`src/rtl/mux_scan_capture_pkg.sv`:
```
// -----------------------------------------------------------------------------
// mux_scan_capture_pkg
//   Shared constants and types for the mux scan/capture sequencer.
//   - IDLE/SCAN/DONE : state encodings
//   - NUM_CH         : channels scanned per frame (one captured bit each)
//   - SEL_W          : width of the mux select code
// -----------------------------------------------------------------------------
package mux_scan_capture_pkg;

    localparam logic [1:0] IDLE = 2'd0;
    localparam logic [1:0] SCAN = 2'd1;
    localparam logic [1:0] DONE = 2'd2;

    localparam int NUM_CH = 4;
    localparam int SEL_W  = 2;

    typedef enum logic [1:0] {
        S_IDLE = IDLE,
        S_SCAN = SCAN,
        S_DONE = DONE
    } state_e;

endpackage

```
`src/rtl/mux_scan_capture_if.sv`:
```
// -----------------------------------------------------------------------------
// mux_scan_capture_if
//   Bundles the sequencer's control, mux-side and downstream handshake signals.
//   master : the sequencer (drives sel, out_data, out_valid, busy)
//   slave  : the environment (drives start, y_in, out_ready)
// -----------------------------------------------------------------------------
interface mux_scan_capture_if;
    import mux_scan_capture_pkg::*;

    logic              start;
    logic [SEL_W-1:0]  sel;
    logic              y_in;
    logic [NUM_CH-1:0] out_data;
    logic              out_valid;
    logic              out_ready;
    logic              busy;

    modport master (
        input  start, y_in, out_ready,
        output sel, out_data, out_valid, busy
    );

    modport slave (
        output start, y_in, out_ready,
        input  sel, out_data, out_valid, busy
    );

endinterface

```
`src/rtl/dwell_counter.sv`:
```
// -----------------------------------------------------------------------------
// dwell_counter
//   Free-wrapping dwell timer: counts 0..DWELL-1 while enabled and flags the
//   last count so the owner can act once per dwell period.
//   clk, rst : clock, async active-high reset
//   clr      : synchronous clear (wins over en)
//   en       : advance the count
//   tc       : count is at DWELL-1
// -----------------------------------------------------------------------------
module dwell_counter #(
    parameter int CNT_W = 4,
    parameter int DWELL = 1
) (
    input  logic clk,
    input  logic rst,
    input  logic clr,
    input  logic en,
    output logic tc
);

    localparam logic [CNT_W-1:0] LAST = CNT_W'(DWELL - 1);

    logic [CNT_W-1:0] cnt;

    assign tc = (cnt == LAST);

    always_ff @(posedge clk or posedge rst) begin
        if (rst) begin
            cnt <= '0;
        end else if (clr) begin
            cnt <= '0;
        end else if (en) begin
            // wrap on terminal count so consecutive dwell periods need no clear
            cnt <= tc ? '0 : cnt + 1'b1;
        end
    end

endmodule

```
`src/rtl/mux_scan_capture.sv`:
```
// -----------------------------------------------------------------------------
// mux_scan_capture
//   Drives the select of a 4:1 mux through codes 0..3, holding each for DWELL
//   cycles, samples the mux output at the end of each dwell, and presents the
//   packed 4-bit word downstream on a valid/ready handshake.
//   clk, rst      : clock, async active-high reset
//   bus.start     : request a frame (level; looked at in IDLE and on transfer)
//   bus.sel       : registered mux select
//   bus.y_in      : mux output
//   bus.out_data  : captured word, bit k sampled while sel == k
//   bus.out_valid : word available
//   bus.out_ready : downstream accepts
//   bus.busy      : state is not IDLE
// -----------------------------------------------------------------------------
module mux_scan_capture
    import mux_scan_capture_pkg::*;
#(
    parameter int DWELL = 1,
    parameter int CNT_W = 4
) (
    input  logic                clk,
    input  logic                rst,
    mux_scan_capture_if.master  bus
);

    localparam logic [SEL_W-1:0] LAST_CH = SEL_W'(NUM_CH - 1);

    state_e            state;
    logic [SEL_W-1:0]  ch;
    logic [SEL_W-1:0]  sel_q;
    logic [NUM_CH-1:0] data_q;
    logic              valid_q;
    logic              busy_q;
    logic              scanning;
    logic              tc;

    assign scanning = (state == S_SCAN);

    // Held clear outside SCAN, so every frame starts its first dwell at zero.
    dwell_counter #(
        .CNT_W (CNT_W),
        .DWELL (DWELL)
    ) u_dwell (
        .clk (clk),
        .rst (rst),
        .clr (!scanning),
        .en  (scanning),
        .tc  (tc)
    );

    always_ff @(posedge clk or posedge rst) begin
        if (rst) begin
            state   <= S_IDLE;
            ch      <= '0;
            sel_q   <= '0;
            data_q  <= '0;
            valid_q <= 1'b0;
            busy_q  <= 1'b0;
        end else begin
            case (state)
                S_IDLE: begin
                    sel_q <= '0;
                    if (bus.start) begin
                        state  <= S_SCAN;
                        ch     <= '0;
                        busy_q <= 1'b1;
                    end
                end
                S_SCAN: begin
                    if (tc) begin
                        data_q[ch] <= bus.y_in;
                        if (ch == LAST_CH) begin
                            state   <= S_DONE;
                            ch      <= '0;
                            sel_q   <= '0;
                            valid_q <= 1'b1;
                        end else begin
                            ch    <= ch + 1'b1;
                            sel_q <= ch + 1'b1;
                        end
                    end
                end
                S_DONE: begin
                    // start only matters on the transfer edge; data is frozen
                    if (bus.out_ready) begin
                        valid_q <= 1'b0;
                        ch      <= '0;
                        if (bus.start) begin
                            state <= S_SCAN;
                        end else begin
                            state  <= S_IDLE;
                            busy_q <= 1'b0;
                        end
                    end
                end
                default: begin
                    state   <= S_IDLE;
                    ch      <= '0;
                    sel_q   <= '0;
                    valid_q <= 1'b0;
                    busy_q  <= 1'b0;
                end
            endcase
        end
    end

    assign bus.sel       = sel_q;
    assign bus.out_data  = data_q;
    assign bus.out_valid = valid_q;
    assign bus.busy      = busy_q;

endmodule

```
`src/flat_wrapper.sv`:
```
// flat-port wrapper written by rule: the top's interface ports become plain ports
module mux_scan_capture_flat import mux_scan_capture_pkg::*;
#(
    parameter int DWELL = 1,
    parameter int CNT_W = 4
)
  (clk, rst, bus_start, bus_y_in, bus_out_ready, bus_sel, bus_out_data, bus_out_valid, bus_busy);
  mux_scan_capture_if bus_i ();
  input  logic clk;
  input  logic rst;
  input wire logic [$bits(bus_i.start)-1:0] bus_start;
  input wire logic [$bits(bus_i.y_in)-1:0] bus_y_in;
  input wire logic [$bits(bus_i.out_ready)-1:0] bus_out_ready;
  output wire logic [$bits(bus_i.sel)-1:0] bus_sel;
  output wire logic [$bits(bus_i.out_data)-1:0] bus_out_data;
  output wire logic [$bits(bus_i.out_valid)-1:0] bus_out_valid;
  output wire logic [$bits(bus_i.busy)-1:0] bus_busy;
  assign bus_i.start = bus_start;
  assign bus_i.y_in = bus_y_in;
  assign bus_i.out_ready = bus_out_ready;
  assign bus_sel = bus_i.sel;
  assign bus_out_data = bus_i.out_data;
  assign bus_out_valid = bus_i.out_valid;
  assign bus_busy = bus_i.busy;
  mux_scan_capture #(.DWELL(DWELL), .CNT_W(CNT_W)) u_core (.clk(clk), .rst(rst), .bus(bus_i));
endmodule
```
`config.mk`:
```
export PLATFORM = sky130hd
export DESIGN_NAME = mux_scan_capture_flat
export DESIGN_NICKNAME = d
export VERILOG_FILES = /design/src/rtl/mux_scan_capture_pkg.sv /design/src/rtl/mux_scan_capture_if.sv /design/src/rtl/dwell_counter.sv /design/src/rtl/mux_scan_capture.sv /design/src/flat_wrapper.sv
export SDC_FILE = /design/constraint.sdc
export NUM_CORES = 1
export LEC_CHECK = 0
export BUFFER_PORTS_ARGS = -buffer_cell sky130_fd_sc_hd__buf_2
export CAP_MARGIN = 20
export CORE_MARGIN = 1.5
export CORE_UTILIZATION = 57
export CTS_BUF_LIST = sky130_fd_sc_hd__clkbuf_8
export CTS_CLUSTER_DIAMETER = 80
export DETAILED_ROUTE_END_ITERATION = 8
export PLACE_DENSITY = 0.92
export SETUP_SLACK_MARGIN = 0.5
export SKIP_CTS_REPAIR_TIMING = 1
export SLEW_MARGIN = 20
export SYNTH_ARGS = -nofsm -noshare
export SYNTH_HDL_FRONTEND = slang
export SYNTH_SLANG_ARGS = --single-unit
```
`constraint.sdc`:
```
create_clock -name clk -period 2.1 [get_ports clk]
set_clock_uncertainty 0.1 [all_clocks]
set_input_delay 0.42 -clock clk [delete_from_list [all_inputs] [get_ports clk]]
set_output_delay 0.42 -clock clk [all_outputs]
set_load 0.005 [all_outputs]
```
==> impl_metrics.ini <==
[floorplan]
num_rows = 13
die_width_um = 40.9
dieArea_um2 = 1670
io_pins = 13
start_util = 0.620
die_y_um = 40.9
core_um2 = 1320

[sta]
maxSlewHeadroom = 0.585
tightest_slew_ns = 0.622
finalSetupTns_ns = 0
min_period_ns = 1.69
fmax_mhz = 591
maxSlewViolCount = 0
hold_violations = 0
rsz0062_at_grt = yes
setup_violations = 0
period_share = 0.806

[critical_path]
crit_path_cell_trace = inv_1 > ha_2 > nor3b_4 > buf_6 > nand3_2 > mux2_4
r2r-start = u_core.u_dwell.cnt[0]
worst_path_max_delay_cell = dfrtp_1
crit_type = reg2reg
cp-start-kind = register
r2r_end = u_core.bus.out_data[2]
arrival_ns = 1.74
crit_cells = 6
rr_worst_depth = 6
cp_max_fo = 5
rrSetupSlack_ns = 0.41
critical_path_required_ns = 2.14
cp_top_family = flip-flops
worst_setup_path_end_kind = register
cp_num_buf_inv = 2
cp_slowest_stage_delay_ns = 0.39

[synth]
synth_most_common_cell = dfrtp_1
ys_warn_count = 0
ys_seq_elements = 16
yosys_most_used_dff = dfrtp_1
synthCells = 72
syn_nets = 83
yosysUniqueCellTypes = 28
synth.top_cell.area_share = 0.490
synth_commonest_cells = 16 x dfrtp_1, 6 x ha_1, 6 x inv_1
seq_area_frac_synth = 0.490
netlist_area_um2 = 817
synth-async-reset-ratio = 1.00
synth_area_leaders = dfrtp_1 49%, ha_1 9.2%, mux2_1 4.1%
synth_edf_count = 0
yosysTopAreaCell = dfrtp_1
syn_area_per_cell_um2 = 11.3

[power]
peakVddDrop_uv = 907
p_sw_frac = 0.375
totalPowerFinal_mw = 1.43
sequentialPowerShare = 0.374
powerDensity_nw_per_um2 = 1360
p_switching_mw = 0.536
clkPwrFrac = 0.196
p_int_mw = 0.894
combinationalPowerShare = 0.431
p_leak_nw = 0.543

[layout]
drive_above_1_share = 0.400
syn_to_final_growth_pct = 28.8
final_nets = 107
final_core_util = 0.799
antenna_cells = 0

[routing]
ant_nets = 0
via_per_inst = 6.32
totalWireLength_um = 2340
drtIter0Drc = 25
vias = 695
drc = 0
wl_per_cell_um = 21.3
first_pass_iters = 5

[cts]
clock_sinks = 16
cts_tree = yes
cts_max_level = 1
cts.reportedPaths.clkPinSlew_ns = 0.07
cts_inserted_buffers = 3
cts_max_path_buffers = 2
cts_root_buf = clkbuf_8
clkLatencyLatePin_ns = 0.26

[global_route]
grt_pass1_wl_um = 2660
grt_pass1_vias = 541
grt_usage = 0.253
grt-ovfl-total = 0
grt_max_degree = 17
grt_antenna_before_repair = 0

[placed_design]
gp_congestion = 0.767
portBuffers = 12
hpwl_um = 1160

[outcome]
status = completed

[job]
max_cap_viol_count = 0

[min_path]
min_path_type = in2async
area by class of cell:
cell class,count,area [um2]
multi-input combinational,49,434
sequential,16,400
fill,70,265
timing repair buffer,20,121
clock buffer,4,55.1
inverter,6,22.5
tap,15,18.8
worst max path at each step:
| stage | startpoint | to | slack, ns |
|---|---|---|---|
| 6_report | u_core.u_dwell.cnt[0] | u_core.bus.out_data[2] | 0.41 |
| 5_1_grt | u_core.u_dwell.cnt[1] | u_core.bus.out_data[2] | 0.37 |
| 2_1_floorplan | u_core.u_dwell.cnt[0] | u_core.bus.out_data[3] | 0.52 |
| 3_5_place_dp | u_core.u_dwell.cnt[0] | u_core.bus.out_data[2] | 0.39 |
| 3_3_place_gp | u_core.u_dwell.cnt[0] | u_core.bus.out_data[3] | 0.42 |
| 4_1_cts | u_core.u_dwell.cnt[0] | u_core.bus.out_data[2] | 0.32 |
cells by family after synthesis:
| family | Yosys count | synth area share |
|---|---|---|
| AND/OR/NAND/NOR | 25 | 0.193 |
| flip-flops | 16 | 0.490 |
| AO/OA/AOI/OAI | 10 | 0.0858 |
| buffers and inverters | 7 | 0.0337 |
| adder cells (fa/ha/maj) | 6 | 0.0919 |
| multiplexers | 5 | 0.0735 |
| XOR/XNOR | 3 | 0.0322 |
per-layer routing:
layer | wire length, um | GRT usage | vias to the layer above
met3 | 119 | 0.0489 | 15
met5 | 0 | 0 | -
met2 | 1180 | 0.395 | 34
met1 | 926 | 0.344 | 353
li1 | - | - | 293
met4 | 112 | 0.100 | 0
flip-flops by register name (all words and copies together), names as in the netlist:
signal and cells:
u_core.bus.sel 2, u_core.bus.out_valid 1, u_core.bus.busy 1, u_core.bus.out_data 4, u_core.ch 2, u_core.state 2
u_core.u_dwell.cnt 4
power groups by stage:
stage	Clock [mW]	Sequential, mW	Combinational (mW)
after global routing	0.294	0.543	0.656
after floorplan	0	0.496	0.336
after CTS	0.266	0.517	0.479
after detailed placement	0	0.519	0.470
after global placement	0	0.514	0.448
final	0.280	0.534	0.616
cell usage in the layout, fill, tap and decap left out:
cell type	n
nor4b_4	1
nand3_1	1
o31ai_1	1
o21ai_0	3
nand3b_1	1
mux2_4	4
and2b_1	1
and2_1	1
a21o_1	2
a31oi_1	1
xnor2_1	2
nand3_4	1
nand3_2	3
nor2_1	3
nor3_1	4
buf_6	1
a211o_1	2
inv_1	6
nand2b_1	2
ha_1	5
and3_2	1
nor3b_4	1
mux2_2	1
buf_2	13
clkbuf_8	4
buf_4	6
dfrtp_1	16
a21o_2	1
nand2_1	4
ha_2	1
nor2b_1	1
xor2_1	1
metrics by stage:
stage	setup slack, ns	area (um2)	hold slack (ns)	instances
after floorplan	0.523	817	0.234	72
after global placement	0.421	891	0.357	98
after detailed placement	0.388	891	0.360	98
after CTS	0.318	946	0.152	102
after global routing	0.370	1050	0.179	110
final	0.408	1050	0.124	110
(Power assumes the default switching activity.)
